--- src/rtl/cla_addsub_pipe.sv ---
// Two-stage pipelined carry-lookahead adder/subtractor with valid/ready handshake.
// Define CLA_SAT_EN to clamp overflowing results to the signed extreme instead of wrapping.
module cla_addsub_pipe #(
    parameter int WIDTH = 32,
    parameter int GRP   = 4
) (
    input  logic             clk,
    input  logic             rst,
    input  logic             in_valid,
    output logic             in_ready,
    input  logic [WIDTH-1:0] A,
    input  logic [WIDTH-1:0] B,
    input  logic             CIN,
    input  logic             SUB,
    output logic             out_valid,
    input  logic             out_ready,
    output logic [WIDTH-1:0] F,
    output logic             COUT,
    output logic             OVF,
    output logic             ZF
);

    localparam int NG = WIDTH / 4;

    // The group equations below are hand-expanded for 4-bit groups only.
    if (GRP != 4) begin : g_bad_grp
        $fatal(1, "cla_addsub_pipe: GRP must be 4");
    end
    if ((WIDTH % 4) != 0 || WIDTH < 8) begin : g_bad_width
        $fatal(1, "cla_addsub_pipe: WIDTH must be a multiple of 4 and at least 8");
    end

    logic             s1Valid_q;
    logic [WIDTH-1:0] hBits_q;
    logic [WIDTH-1:0] gBits_q;
    logic [WIDTH-1:0] pBits_q;
    logic [NG-1:0]    grpGen_q;
    logic [NG-1:0]    grpProp_q;
    logic             carryIn_q;
    logic             aMsb_q;
    logic             bxMsb_q;

    logic             s2Valid_q;
    logic [WIDTH-1:0] result_q;
    logic             cout_q;
    logic             ovf_q;
    logic             zf_q;

    logic             s2Advance;

    logic [WIDTH-1:0] bx;
    logic             carryIn_d;
    logic [WIDTH-1:0] hBits_d;
    logic [WIDTH-1:0] gBits_d;
    logic [WIDTH-1:0] pBits_d;
    logic [NG-1:0]    grpGen_d;
    logic [NG-1:0]    grpProp_d;

    logic [NG:0]      grpCarry;
    logic [WIDTH-1:0] bitCarry;
    logic [WIDTH-1:0] sumRaw;
    logic [WIDTH-1:0] result_d;
    logic             cout_d;
    logic             ovf_d;
    logic             zf_d;

    assign s2Advance = ~s2Valid_q | out_ready;
    assign in_ready  = ~s1Valid_q | s2Advance;

    // Subtraction is A + ~B + 1, so the carry-in is forced high and CIN ignored.
    assign bx        = SUB ? ~B : B;
    assign carryIn_d = SUB ? 1'b1 : CIN;
    assign gBits_d   = A & bx;
    assign pBits_d   = A | bx;
    assign hBits_d   = A ^ bx;

    for (genvar k = 0; k < NG; k++) begin : g_grp_terms
        localparam int B0 = 4 * k;
        assign grpGen_d[k]  = gBits_d[B0+3]
                            | (pBits_d[B0+3] & gBits_d[B0+2])
                            | (pBits_d[B0+3] & pBits_d[B0+2] & gBits_d[B0+1])
                            | (pBits_d[B0+3] & pBits_d[B0+2] & pBits_d[B0+1] & gBits_d[B0]);
        assign grpProp_d[k] = &pBits_d[B0 +: 4];
    end

    // Stage 1 only moves when stage 2 can take its current beat.
    always_ff @(posedge clk or posedge rst) begin
        if (rst) begin
            s1Valid_q <= 1'b0;
            hBits_q   <= '0;
            gBits_q   <= '0;
            pBits_q   <= '0;
            grpGen_q  <= '0;
            grpProp_q <= '0;
            carryIn_q <= 1'b0;
            aMsb_q    <= 1'b0;
            bxMsb_q   <= 1'b0;
        end else if (in_ready) begin
            s1Valid_q <= in_valid;
            if (in_valid) begin
                hBits_q   <= hBits_d;
                gBits_q   <= gBits_d;
                pBits_q   <= pBits_d;
                grpGen_q  <= grpGen_d;
                grpProp_q <= grpProp_d;
                carryIn_q <= carryIn_d;
                aMsb_q    <= A[WIDTH-1];
                bxMsb_q   <= bx[WIDTH-1];
            end
        end
    end

    assign grpCarry[0] = carryIn_q;

    for (genvar k = 0; k < NG; k++) begin : g_carries
        localparam int B0 = 4 * k;
        assign grpCarry[k+1]  = grpGen_q[k] | (grpProp_q[k] & grpCarry[k]);
        assign bitCarry[B0]   = grpCarry[k];
        assign bitCarry[B0+1] = gBits_q[B0]
                              | (pBits_q[B0] & grpCarry[k]);
        assign bitCarry[B0+2] = gBits_q[B0+1]
                              | (pBits_q[B0+1] & gBits_q[B0])
                              | (pBits_q[B0+1] & pBits_q[B0] & grpCarry[k]);
        assign bitCarry[B0+3] = gBits_q[B0+2]
                              | (pBits_q[B0+2] & gBits_q[B0+1])
                              | (pBits_q[B0+2] & pBits_q[B0+1] & gBits_q[B0])
                              | (pBits_q[B0+2] & pBits_q[B0+1] & pBits_q[B0] & grpCarry[k]);
    end

    assign sumRaw = hBits_q ^ bitCarry;
    assign cout_d = grpCarry[NG];
    assign ovf_d  = (aMsb_q == bxMsb_q) & (sumRaw[WIDTH-1] != aMsb_q);

`ifdef CLA_SAT_EN
    localparam logic [WIDTH-1:0] MOST_NEG = {1'b1, {(WIDTH-1){1'b0}}};
    localparam logic [WIDTH-1:0] MOST_POS = {1'b0, {(WIDTH-1){1'b1}}};
    assign result_d = ovf_d ? (aMsb_q ? MOST_NEG : MOST_POS) : sumRaw;
`else
    assign result_d = sumRaw;
`endif

    assign zf_d = ~|result_d;

    // Result registers load only when a real beat enters stage 2, so bubbles keep the last F.
    always_ff @(posedge clk or posedge rst) begin
        if (rst) begin
            s2Valid_q <= 1'b0;
            result_q  <= '0;
            cout_q    <= 1'b0;
            ovf_q     <= 1'b0;
            zf_q      <= 1'b0;
        end else if (s2Advance) begin
            s2Valid_q <= s1Valid_q;
            if (s1Valid_q) begin
                result_q <= result_d;
                cout_q   <= cout_d;
                ovf_q    <= ovf_d;
                zf_q     <= zf_d;
            end
        end
    end

    assign out_valid = s2Valid_q;
    assign F         = result_q;
    assign COUT      = cout_q;
    assign OVF       = ovf_q;
    assign ZF        = zf_q;

endmodule

--- config.mk ---
export PLATFORM = sky130hd
export DESIGN_NAME = cla_addsub_pipe
export DESIGN_NICKNAME = d
export VERILOG_FILES = /design/src/rtl/cla_addsub_pipe.sv
export SDC_FILE = /design/constraint.sdc
export NUM_CORES = 1
export LEC_CHECK = 0
export BUFFER_PORTS_ARGS = -buffer_cell sky130_fd_sc_hd__buf_2
export CAP_MARGIN = 20
export CORE_MARGIN = 10
export CORE_UTILIZATION = 55
export CTS_CLUSTER_DIAMETER = 30
export DETAILED_ROUTE_END_ITERATION = 6
export GPL_ROUTABILITY_DRIVEN = 0
export PLACE_DENSITY_LB_ADDON = 0.12
export RECOVER_POWER = 100
export SYNTH_ARGS = -nofsm -noshare
export SYNTH_HDL_FRONTEND = slang
export SYNTH_SLANG_ARGS = --single-unit
--- constraint.sdc ---
create_clock -name clk -period 5.1 [get_ports clk]
set_clock_uncertainty 0.05 [all_clocks]
set_input_delay 0.765 -clock clk [delete_from_list [all_inputs] [get_ports clk]]
set_output_delay 0.765 -clock clk [all_outputs]
set_load 0.03 [all_outputs]
==> summary.md <==
| Metric | Value |
|---|---|
| Status | `finished, violations left` |
| Failing checks | `max-capacitance violations, max-slew violations` |
| 1st-iter DRT viols | `297` |
| Switching power share of the total | `36.1%` |
| Max VDD drop | `0.254 mV` |
| Most numerous cell in the Yosys netlist | `dfrtp_1` |
| Final HPWL DP | `12900 um` |
| CTS-repair resized insts | `0` |
| Crit end category | `register` |
| Post-route ant nets | `0` |
| Num rows | `42` |
| Global Route Usage Sum | `19.6%` |
| Syn Inst Count | `712` |
| Die H | `136 um` |
| Port bufs | `106` |
| Synth cell count leaders | `dfrtp_1 (136), inv_1 (79), nand2_1 (69)` |
| Layout area overhead | `15.5%` |
| Core Area | `13200 um^2` |
| Post-route non-filler standard cell count | `1000` |
| TritonCTS Sinks | `136` |
| I/O pins | `107` |
| Vias per cell | `5.29` |
| Placed Cells | `972` |
| CP peak stage delay | `1.77 ns` |
| Setup tns final | `0 ns` |
| RSZ-0062 raised after global routing | `no` |
| Crit-path slowest cell | `clkbuf_1` |
| # Post-CTS Setup Buffers | `0` |
| Final Cycle Share | `73.4%` |
| F_max | `267 MHz` |
| Worst setup SP type | `primary input` |
| Drt first pass iters | `4` |
| Via count | `5286` |
| Pwr dens | `449 nW/um^2` |
| Slew @ Worst Pin | `3.28 ns` |
| Die Area | `18500 um^2` |
| Number of remaining DRC errors | `0` |
| CP dominant cell by count | `nor2_1` |
| # hold bufs at CTS | `0` |
| Largest net degree at the start of global routing | `76` |
| N_diodes | `0` |
| Syn_nets | `846` |
| Sw power | `1.38 mW` |
| Worst path required time | `5.33 ns` |
| Mean Syn Cell Area | `10.4 um^2` |
| Slew Viols, Final | `223` |
| Filler Cell Count | `1132` |
| Ys async rst share | `100%` |
| H-tree depth | `4` |
| Clock Power Share | `28.8%` |
| Wirelength per Cell | `17.4 um` |
| Pleak | `4.22 nW` |
| Synth warnings | `0` |
| WL final | `17400 um` |
| Area fraction of the dominant cell type after synthesis | `46.1%` |
| Clock Latency Late Sink | `0.42 ns` |
| Combinational share of power | `30.5%` |
| Sequential share of power | `40.7%` |
| Final setup fails | `0` |
| Total grt overflow | `0` |
| First-pass GRT wire length | `28600 um` |
| Layout cells sized above 1 | `21.8%` |
| CTS root buf | `clkbuf_16` |
| Post-synth EDFFs | `0` |
| Worst Path Buf+Inv | `3` |
| CTS buffer count | `17` |
| Tmin final | `3.75 ns` |
| Hold slack | `0.425 ns` |
| Reg2Reg Setup Slack | `1.88 ns` |
| Power Internal | `2.45 mW` |
| Cell area after synthesis | `7390 um^2` |
| Hold Crit Class | `register to register` |
| Setup CP Type | `primary input to register` |
| Vias in the first global route | `5669` |
| Sequential area share after synthesis | `46.1%` |
| Slew headroom | `-120%` |
| Cell variety after synth | `49` |
| Clock Path Buffers | `2` |
| Area leader, netlist | `dfrtp_1` |
| Max-cap violations | `4` |
| Crit-path leading delay family | `buffers and inverters` |
| Post-synth top flop | `dfrtp_1` |
| Final #Nets | `949` |
| Clk slew on worst S/H paths | `0.05 ns` |
| Area contributors post-synth | `dfrtp_1 (46%), ha_1 (11%), mux2_2 (10%)` |
| Critical-path cell list | `clkbuf_1 > xor2_1 > inv_1 > ha_1 > inv_1 > a21oi_1 > nor2_1 > nor2_1 > nor2_1 > nor2_1 > o21ai_0` |
| Die W | `136 um` |
| CP arrival | `3.98 ns` |
| Max FO, Critical Path | `33` |
| Final Hold Fails | `0` |
| Starting Density | `56.0%` |
| Seq cells post-synth | `136` |
| Initial antenna violation count | `0` |
| CTS tree | `done` |
-- placed cells by master (no fill, tap or decap), drive strengths merged, types with 35 or more instances in the layout --
| cell type | Yosys | layout |
|---|---|---|
| clkbuf | 19 | 64 |
| mux2 | 67 | 67 |
| nor2 | 35 | 35 |
| o21ai | 66 | 66 |
| dfrtp | 136 | 136 |
| ha | 64 | 64 |
| nand2 | 69 | 69 |
| xor2 | 45 | 45 |
| inv | 79 | 78 |
| buf | 8 | 71 |
-- through the flow --
step / worst slack [ns] / total power [mW] / area [um^2] / utilization, %
finish: 1.35 / 3.83 / 8530 / 64.7
global route: 1.06 / 4.05 / 8530 / 64.7
CTS: 2.21 / 3.89 / 8600 / 65.2
detailed placement: 2.09 / 2.78 / 8080 / 61.2
global placement: 2.19 / 2.73 / 8080 / 61.2
floorplan: 0.646 / 2.37 / 7390 / -
-- cells by family (layout without fill, tap and decap cells) --
| logic type | after synthesis | after routing | share of synthesized area [%] |
|---|---|---|---|
| XOR/XNOR | 61 | 61 | 7.23 |
| multiplexers | 67 | 67 | 10.2 |
| AND/OR/NAND/NOR | 149 | 149 | 9.23 |
| AO/OA/AOI/OAI | 129 | 129 | 10.9 |
| adder cells (fa/ha/maj) | 64 | 64 | 10.8 |
| buffers and inverters | 106 | 218 | 5.51 |
| flip-flops | 136 | 136 | 46.1 |
-- power groups by stage --
stage	sequential (mW)	combinational [mW]	clock (mW)
6_report	1.56	1.17	1.10
5_1_grt	1.59	1.29	1.16
4_1_cts	1.55	1.22	1.11
3_5_place_dp	1.57	1.21	0
3_3_place_gp	1.55	1.18	0
2_1_floorplan	1.74	0.621	0
-- sequential cells by signal, indices dropped and copies added, names as in the netlist --
| register | count |
|---|---|
| COUT | 1 |
| grpGen_q | 8 |
| hBits_q | 32 |
| out_valid | 1 |
| carryIn_q | 1 |
| ZF | 1 |
| grpProp_q | 8 |
| aMsb_q | 1 |
| OVF | 1 |
| pBits_q | 24 |
| F | 32 |
| s1Valid_q | 1 |
| bxMsb_q | 1 |
| gBits_q | 24 |
-- layout make-up --
| cell class | instances | area (um^2) | area share, % |
|---|---|---|---|
| clock buffer | 24 | 502 | 5.88 |
| clock inverter | 4 | 20.0 | 0.235 |
| inverter | 79 | 298 | 3.49 |
| multi-input combinational | 470 | 3570 | 41.9 |
| sequential | 136 | 3400 | 39.9 |
| tap | 176 | 220 | 2.58 |
| timing repair buffer | 111 | 514 | 6.03 |
-- final timing paths --
path | startpoint | to | cells past startpoint
max | SUB | grpGen_q[4] | 11
min | pBits_q[18] | pBits_q[18] | 2
max reg2reg | s1Valid_q | hBits_q[23] | 4
min reg2reg | pBits_q[18] | pBits_q[18] | 2
max in group asynchronous | rst | aMsb_q | 3
min in group asynchronous | rst | gBits_q[0] | 2
-- tightest hold or removal path: stages (launching register included) --
cell     delay, ns
dfrtp_1       0.33
nand2_1       0.04
o21ai_0       0.06
-- routing by layer --
| layer | vias up | GRT usage (%) | part of all wire [%] | wire (um) |
|---|---|---|---|---|
| met5 | - | 0 | 0 | 0 |
| met4 | 0 | 7.81 | 1.8 | 316 |
| met3 | 28 | 5.39 | 5.1 | 881 |
| met2 | 110 | 30.7 | 48 | 8250 |
| met1 | 2564 | 25.1 | 46 | 7910 |
| li1 | 2584 | - | - | - |
Power figures use the tool's default switching activity.
